## src/rtl/chaos_pkg.sv

```systemverilog
// rtl/chaos_pkg.sv - shared types, defaults and seed sanitizer for the chaos sequence arbiter
package chaos_pkg;

  typedef enum logic [1:0] {IDLE, SEND, WAIT, RESP} arb_state_e;

  localparam int GAIN_INDEX_DEF   = 16;
  localparam int CHAOS_OVLD_W_DEF = 32;
  localparam int SEED_MAX_W       = 32;

  localparam logic [15:0]           DEFAULT_SEED_DEF = 16'h1357;
  localparam logic [SEED_MAX_W-1:0] DEGEN_ZERO       = '0;

  // Seeds are handled at SEED_MAX_W so one function serves any GAIN_INDEX up to 32.
  function automatic logic [SEED_MAX_W-1:0] degen_msb(input int unsigned w);
    return SEED_MAX_W'(1) << (w - 1);
  endfunction

  function automatic logic is_degen_seed(input logic [SEED_MAX_W-1:0] seed,
                                         input int unsigned w);
    return (seed == DEGEN_ZERO) || (seed == degen_msb(w));
  endfunction

  function automatic logic [SEED_MAX_W-1:0] sanitize_seed(input logic [SEED_MAX_W-1:0] seed,
                                                          input int unsigned w,
                                                          input logic [SEED_MAX_W-1:0] dflt);
    return is_degen_seed(seed, w) ? dflt : seed;
  endfunction

endpackage

```

## src/rtl/chaos_rr_pick.sv

```systemverilog
// rtl/chaos_rr_pick.sv - combinational round-robin picker starting at rr_ptr
module chaos_rr_pick #(
  parameter int NUM_REQ = 4,
  parameter int ID_W    = 2
) (
  input  logic [NUM_REQ-1:0] req_vld,
  input  logic [ID_W-1:0]    rr_ptr,
  output logic [NUM_REQ-1:0] grant,
  output logic [ID_W-1:0]    grant_id,
  output logic               any_req
);

  logic [ID_W-1:0] idx;

  always_comb begin
    grant    = '0;
    grant_id = '0;
    any_req  = 1'b0;
    idx      = '0;
    for (int k = 0; k < NUM_REQ; k++) begin
      idx = ID_W'((int'(rr_ptr) + k) % NUM_REQ);
      if (!any_req && req_vld[idx]) begin
        any_req   = 1'b1;
        grant[idx] = 1'b1;
        grant_id  = idx;
      end
    end
  end

endmodule

```

## src/rtl/chaos_seq_arbiter.sv

```systemverilog
// rtl/chaos_seq_arbiter.sv - round-robin share of one logistic_seq engine among NUM_REQ seeders
// Optional per-requester/degenerate-seed counters under CHAOS_SEQ_ARBITER_STATS_EN.
module chaos_seq_arbiter
  import chaos_pkg::*;
#(
  parameter int NUM_REQ      = 4,
  parameter int GAIN_INDEX   = GAIN_INDEX_DEF,
  parameter int CHAOS_OVLD_W = CHAOS_OVLD_W_DEF,
  parameter logic [GAIN_INDEX-1:0] DEFAULT_SEED = GAIN_INDEX'(DEFAULT_SEED_DEF),
  localparam int ID_W = (NUM_REQ > 1) ? $clog2(NUM_REQ) : 1
) (
  input  logic                          clk,
  input  logic                          rst,
  input  logic [NUM_REQ*GAIN_INDEX-1:0] req_x0,
  input  logic [NUM_REQ-1:0]            req_vld,
  output logic [NUM_REQ-1:0]            req_rdy,
  output logic [CHAOS_OVLD_W-1:0]       rsp_data,
  output logic [ID_W-1:0]               rsp_id,
  output logic [NUM_REQ-1:0]            rsp_vld,
  input  logic [NUM_REQ-1:0]            rsp_rdy,
  output logic [GAIN_INDEX-1:0]         eng_x0,
  output logic                          eng_x0_vld,
  input  logic                          eng_x0_rdy,
  input  logic [CHAOS_OVLD_W-1:0]       eng_xout,
  input  logic                          eng_xout_vld,
  output logic                          eng_xout_rdy,
  output logic                          busy
`ifdef CHAOS_SEQ_ARBITER_STATS_EN
  ,
  output logic [NUM_REQ*16-1:0]         served_cnt,
  output logic [15:0]                   degen_cnt
`endif
);

  arb_state_e state, state_nxt;

  logic [ID_W-1:0]       rr_ptr;
  logic [ID_W-1:0]       gnt_q;
  logic [GAIN_INDEX-1:0] seed_q;
  logic [GAIN_INDEX-1:0] seed_in;
  logic [NUM_REQ-1:0]    pick_onehot;
  logic [ID_W-1:0]       pick_id;
  logic                  pick_any;
  logic                  accept;
  logic                  result_take;
  logic                  rsp_done;

  chaos_rr_pick #(
    .NUM_REQ (NUM_REQ),
    .ID_W    (ID_W)
  ) u_pick (
    .req_vld  (req_vld),
    .rr_ptr   (rr_ptr),
    .grant    (pick_onehot),
    .grant_id (pick_id),
    .any_req  (pick_any)
  );

  always_comb begin
    seed_in = '0;
    for (int i = 0; i < NUM_REQ; i++) begin
      if (pick_onehot[i]) seed_in = req_x0[i*GAIN_INDEX +: GAIN_INDEX];
    end
  end

  assign accept      = (state == IDLE) && pick_any;
  assign result_take = (state == WAIT) && eng_xout_vld;
  assign rsp_done    = (state == RESP) && rsp_rdy[gnt_q];
  assign eng_x0      = seed_q;

  always_ff @(posedge clk or posedge rst) begin
    if (rst) state <= IDLE;
    else     state <= state_nxt;
  end

  always_comb begin
    state_nxt    = state;
    req_rdy      = '0;
    eng_x0_vld   = 1'b0;
    eng_xout_rdy = 1'b0;
    busy         = (state != IDLE);
    case (state)
      IDLE: begin
        if (pick_any) begin
          req_rdy   = pick_onehot;
          state_nxt = SEND;
        end
      end
      SEND: begin
        eng_x0_vld = 1'b1;
        if (eng_x0_rdy) state_nxt = WAIT;
      end
      WAIT: begin
        eng_xout_rdy = 1'b1;
        if (eng_xout_vld) state_nxt = RESP;
      end
      RESP: begin
        if (rsp_rdy[gnt_q]) state_nxt = IDLE;
      end
      default: state_nxt = IDLE;
    endcase
  end

  always_ff @(posedge clk or posedge rst) begin
    if (rst) begin
      rr_ptr   <= '0;
      gnt_q    <= '0;
      seed_q   <= '0;
      rsp_data <= '0;
      rsp_id   <= '0;
      rsp_vld  <= '0;
    end else begin
      if (accept) begin
        seed_q <= GAIN_INDEX'(sanitize_seed(SEED_MAX_W'(seed_in), GAIN_INDEX,
                                            SEED_MAX_W'(DEFAULT_SEED)));
        gnt_q  <= pick_id;
      end
      if (result_take) begin
        rsp_data <= eng_xout;
        rsp_id   <= gnt_q;
        rsp_vld  <= NUM_REQ'(1) << gnt_q;
      end
      if (rsp_done) begin
        rsp_vld <= '0;
        rr_ptr  <= (gnt_q == ID_W'(NUM_REQ - 1)) ? '0 : gnt_q + ID_W'(1);
      end
    end
  end

`ifdef CHAOS_SEQ_ARBITER_STATS_EN
  logic seed_degen;

  assign seed_degen = is_degen_seed(SEED_MAX_W'(seed_in), GAIN_INDEX);

  always_ff @(posedge clk or posedge rst) begin
    if (rst) begin
      served_cnt <= '0;
      degen_cnt  <= '0;
    end else begin
      for (int i = 0; i < NUM_REQ; i++) begin
        if (rsp_done && (gnt_q == ID_W'(i)) && (served_cnt[i*16 +: 16] != 16'hFFFF))
          served_cnt[i*16 +: 16] <= served_cnt[i*16 +: 16] + 16'd1;
      end
      if (accept && seed_degen && (degen_cnt != 16'hFFFF))
        degen_cnt <= degen_cnt + 16'd1;
    end
  end
`endif

endmodule
```

## config.mk

```make
export PLATFORM = sky130hd
export DESIGN_NAME = chaos_seq_arbiter
export DESIGN_NICKNAME = d
export VERILOG_FILES = /design/src/rtl/chaos_pkg.sv /design/src/rtl/chaos_rr_pick.sv /design/src/rtl/chaos_seq_arbiter.sv
export SDC_FILE = /design/constraint.sdc
export NUM_CORES = 1
export LEC_CHECK = 0
export BUFFER_PORTS_ARGS = -buffer_cell sky130_fd_sc_hd__buf_2
export CAP_MARGIN = 20
export CELL_PAD_IN_SITES_DETAIL_PLACEMENT = 0
export CELL_PAD_IN_SITES_GLOBAL_PLACEMENT = 1
export CORE_MARGIN = 2
export CORE_UTILIZATION = 35
export CTS_CLUSTER_SIZE = 8
export DETAILED_ROUTE_END_ITERATION = 10
export GPL_ROUTABILITY_DRIVEN = 0
export HOLD_SLACK_MARGIN = 0.02
export PLACE_DENSITY_LB_ADDON = 0.2
export SETUP_SLACK_MARGIN = 0.15
export SLEW_MARGIN = 0
export SYNTH_ARGS = -nofsm -noshare
export SYNTH_HDL_FRONTEND = slang
export SYNTH_SLANG_ARGS = --single-unit
```

## constraint.sdc

```tcl
create_clock -name clk -period 4.85 [get_ports clk]
set_input_delay 0 -clock clk [delete_from_list [all_inputs] [get_ports clk]]
set_output_delay 0 -clock clk [all_outputs]
set_load 0.02 [all_outputs]
```

==> impl_results.md <==
- Outcome: complete, no violations
- Hold Startpoint: req_x0[63]
- Top_reg_cell synth: dfrtp_1
- Post-CTS Repair Setup Buffers: 0
- Routed len/inst: roughly 16 um
- Syn Inst Count: about 370
- R2R Setup Slk: around 0.66 ns
- PwrDens: 781 nW/um^2
- Pwr Total: 0.00412 W
- Layout cell share with drive strength beyond 1: 0.440
- Clock Skew: between 0.005 and 0.006 ns
- Cell mode on critical path: a211oi_1
- Leak: approximately 2.5 nW
- GRT Overall Usage: 0.189
- Crit path max-delay family: compound AO/OA/AOI/OAI gates
- Clk Latency, worst-skew pair: about 0.33 ns
- Synth cell types: 47
- First-pass GRT wire length: roughly 17000 um
- Worst setup margin: ~0.66 ns
- Pin count of the biggest net entering global routing: slightly above 60
- Slew headroom: 0.394
- Placed cell areas: ~4700 um^2
- Fin area: between 5000 and 6000 um^2
- # hold bufs at CTS: 36
- Drt via density: around 5
- Port Buf Inserts: ~170
- Worst R2R End: eng_x0[15]$_DFFE_PP0P_
- # H-tree levels: 3
- Startpoint types: flop
- CTS buffer count: 9
- Die X: approximately 110 um
- Dpl ws: 0.719 ns
- Die Ht: 108 um
- Syn Area/Cell: 10.3 um^2
- Hold Path Cell Cnt: 3
- Layout Nets: 688
- Clk sinks: 60
- Total iterations of the first detailed-routing run: 4
- FP Rows: 37
- Hold EP: eng_x0[15]$_DFFE_PP0P_
- Worst r2r path cells: 11
- DRT iter0 DRCs: ~140
- Via count: about 3600
- Post-Route WL: about 11000 um
- CP endpoint kind: flop
- Final setup vio count: 0
- Async SR Flop Fraction: 1.00
- Post-Syn Nets: 491
- Critical path cell sequence: inv_1, ha_1, mux2i_1, mux2_1, a221o_1, a22o_1, a211oi_1, a211oi_1, nor4_2, o2111ai_4, o211a_1
- Max Buffers Root-to-Sink: 2
- Slowest stage delay, CP: approximately 0.60 ns
- Arrival time worst endpoint: between 4 and 5 ns
- # IOs: 169
- Max-slew violation count: 0
- Critical path buffers and inverters: 1
- Placed cells: around 650
- Final hold vios: 0
- Yosys Warn Count: 0
- GRT overflow: 0
- Number of global-route vias before repair: about 3500
- Core area: between 10000 and 15000 um^2
- Clock root cell: clkbuf_8
- Initial antenna violation count: 0
- Worst slew pin tran: around 0.91 ns
- DRC Markers: 0
- Hpwl dp: around 8200 um
- Unrepaired setup endpoints after global routing: false
- Die ar.: roughly 12000 um^2
- Reg-to-reg startpoint: rr_ptr[1]$_DFFE_PP0P_
- Antenna Nets Post-Route: 0
- Peak VDD IR: approximately 0.00034 V
- Non-filler cells, final: 706
- Worst Hold Class: input port to flop
- CTS tree: done
- Critical path fanouts, max: 14
- Post-CTS sizing: 0
- Antenna diode count: 0
- Final Critical Period: roughly 4.2 ns
- Clk pin slew, worst setup/hold paths: 0.07 ns
- Cell area after synthesis: between 3000 and 4000 um^2
- Fin crit share: 0.863
- Required @ worst endpoint: 5.07 ns
- Slowest cell on the critical path: dfrtp_1
- Max-cap violations: 0
- Register bit count reported by yosys: 60
- Seq/Total Area, Yosys: 0.397
- Area Overhead vs Synth: 39.8%
- EDFF count, synth: 0
- Starting density of the core: 0.363
- FMAX: around 240 MHz
- Total negative slack: 0 ns
- Critical path class: flop to flop
-- state kept, by name, summed over array words and instances, names as in the netlist --
| register | count |
|---|---|
| eng_x0 | 16 |
| gnt_q | 2 |
| rr_ptr | 2 |
| rsp_data | 32 |
| rsp_id | 2 |
| rsp_vld | 4 |
| state | 2 |
-- layer usage --
metal,share of wire,up-vias,global-route usage
li1,-,1747,-
met1,0.43,1696,0.237
met2,0.50,119,0.324
met3,0.056,17,0.0369
met4,0.017,0,0.0632
met5,0,-,0
-- layout make-up --
| type | count | area (um^2) |
|---|---|---|
| Tap cell | 136 | 170 |
| Clock inverter | 7 | 98.8 |
| Clock buffer | 9 | 124 |
| Sequential cell | 60 | 1500 |
| Inverter | 12 | 45.0 |
| Timing Repair Buffer | 211 | 1250 |
| Multi-Input combinational cell | 271 | 2090 |
| Fill cell | 994 | 5130 |
-- Yosys cell counts, types with 2 or more instances --
cell type,n,area [um^2]
a211oi_1,18,135
a211oi_2,5,62.6
a21oi_1,10,50.1
a221oi_1,5,43.8
a31o_1,3,26.3
and2_1,2,12.5
buf_2,6,30.0
buf_6,5,56.3
clkbuf_1,12,45.0
dfrtp_1,60,1500
ha_1,15,188
inv_1,11,41.3
mux2_1,2,22.5
mux2_2,37,417
mux2i_1,13,130
mux4_2,5,113
nand2_1,27,101
nand2b_1,8,50.1
nand3_1,17,85.1
nor2_1,31,116
nor2b_1,5,31.3
nor3_1,16,80.1
nor4_2,2,25.0
o211ai_1,2,15.0
o21a_1,3,22.5
o21ai_0,12,60.1
o21ai_1,8,40.0
o21ai_2,3,26.3
o22ai_1,6,37.5
o31a_1,2,17.5
-- cell usage in the layout, fill, tap and decap left out, types with 6 or more instances in the layout --
cell           netlist  final
o21ai_1              8      8
nor2_1              31     31
nand2_1             27     27
clkbuf_8             0      9
dlygate4sd3_1        0     36
buf_4                1      7
dfrtp_1             60     60
o21ai_0             12     12
inv_1               11     10
mux2_2              37     37
a21oi_1             10     10
buf_2                6    168
nor3_1              16     16
nand3_1             17     17
o22ai_1              6      6
nand2b_1             8      8
ha_1                15     15
a211oi_1            18     18
mux2i_1             13     13
-- worst max path at each step --
stage                     startpoint                     end  slack, ns  cells after the start
6_report       rr_ptr[1]$_DFFE_PP0P_  eng_x0[15]$_DFFE_PP0P_       0.66                     11
3_3_place_gp   rr_ptr[1]$_DFFE_PP0P_  eng_x0[15]$_DFFE_PP0P_       0.84                     11
3_5_place_dp   rr_ptr[1]$_DFFE_PP0P_  eng_x0[15]$_DFFE_PP0P_       0.72                     11
2_1_floorplan  rr_ptr[0]$_DFFE_PP0P_  eng_x0[15]$_DFFE_PP0P_       1.16                     15
4_1_cts        rr_ptr[1]$_DFFE_PP0P_  eng_x0[15]$_DFFE_PP0P_       0.70                     11
5_1_grt        rr_ptr[1]$_DFFE_PP0P_  eng_x0[15]$_DFFE_PP0P_       0.39                     12
-- stage by stage --
step                 util  hold slack [ns]
floorplan               -            0.151
global placement    0.451            0.233
detailed placement  0.451            0.237
CTS                 0.507           0.0271
global route        0.507           0.0430
finish              0.507           0.0415
-- worst min-delay path, cell delays in order --
cell and delay, ns:
buf_2 0.09, a211o_1 0.12, o211a_1 0.13
-- kinds of logic (layout without fill, tap and decap cells) --
group	Yosys count	after routing	synth area share
adder cells (fa/ha/maj)	15	15	0.0497
AND/OR/NAND/NOR	111	111	0.146
buffers and inverters	37	239	0.0497
AO/OA/AOI/OAI	88	88	0.176
flip-flops	60	60	0.397
multiplexers	57	57	0.181
-- where the power goes --
part	total, W	switching (W)	internal, W
clock network	0.000498	0.000207	0.000292
logic	0.00272	0.00167	0.00105
registers	0.000906	0.000149	0.000758
Power figures use the tool's default switching activity.
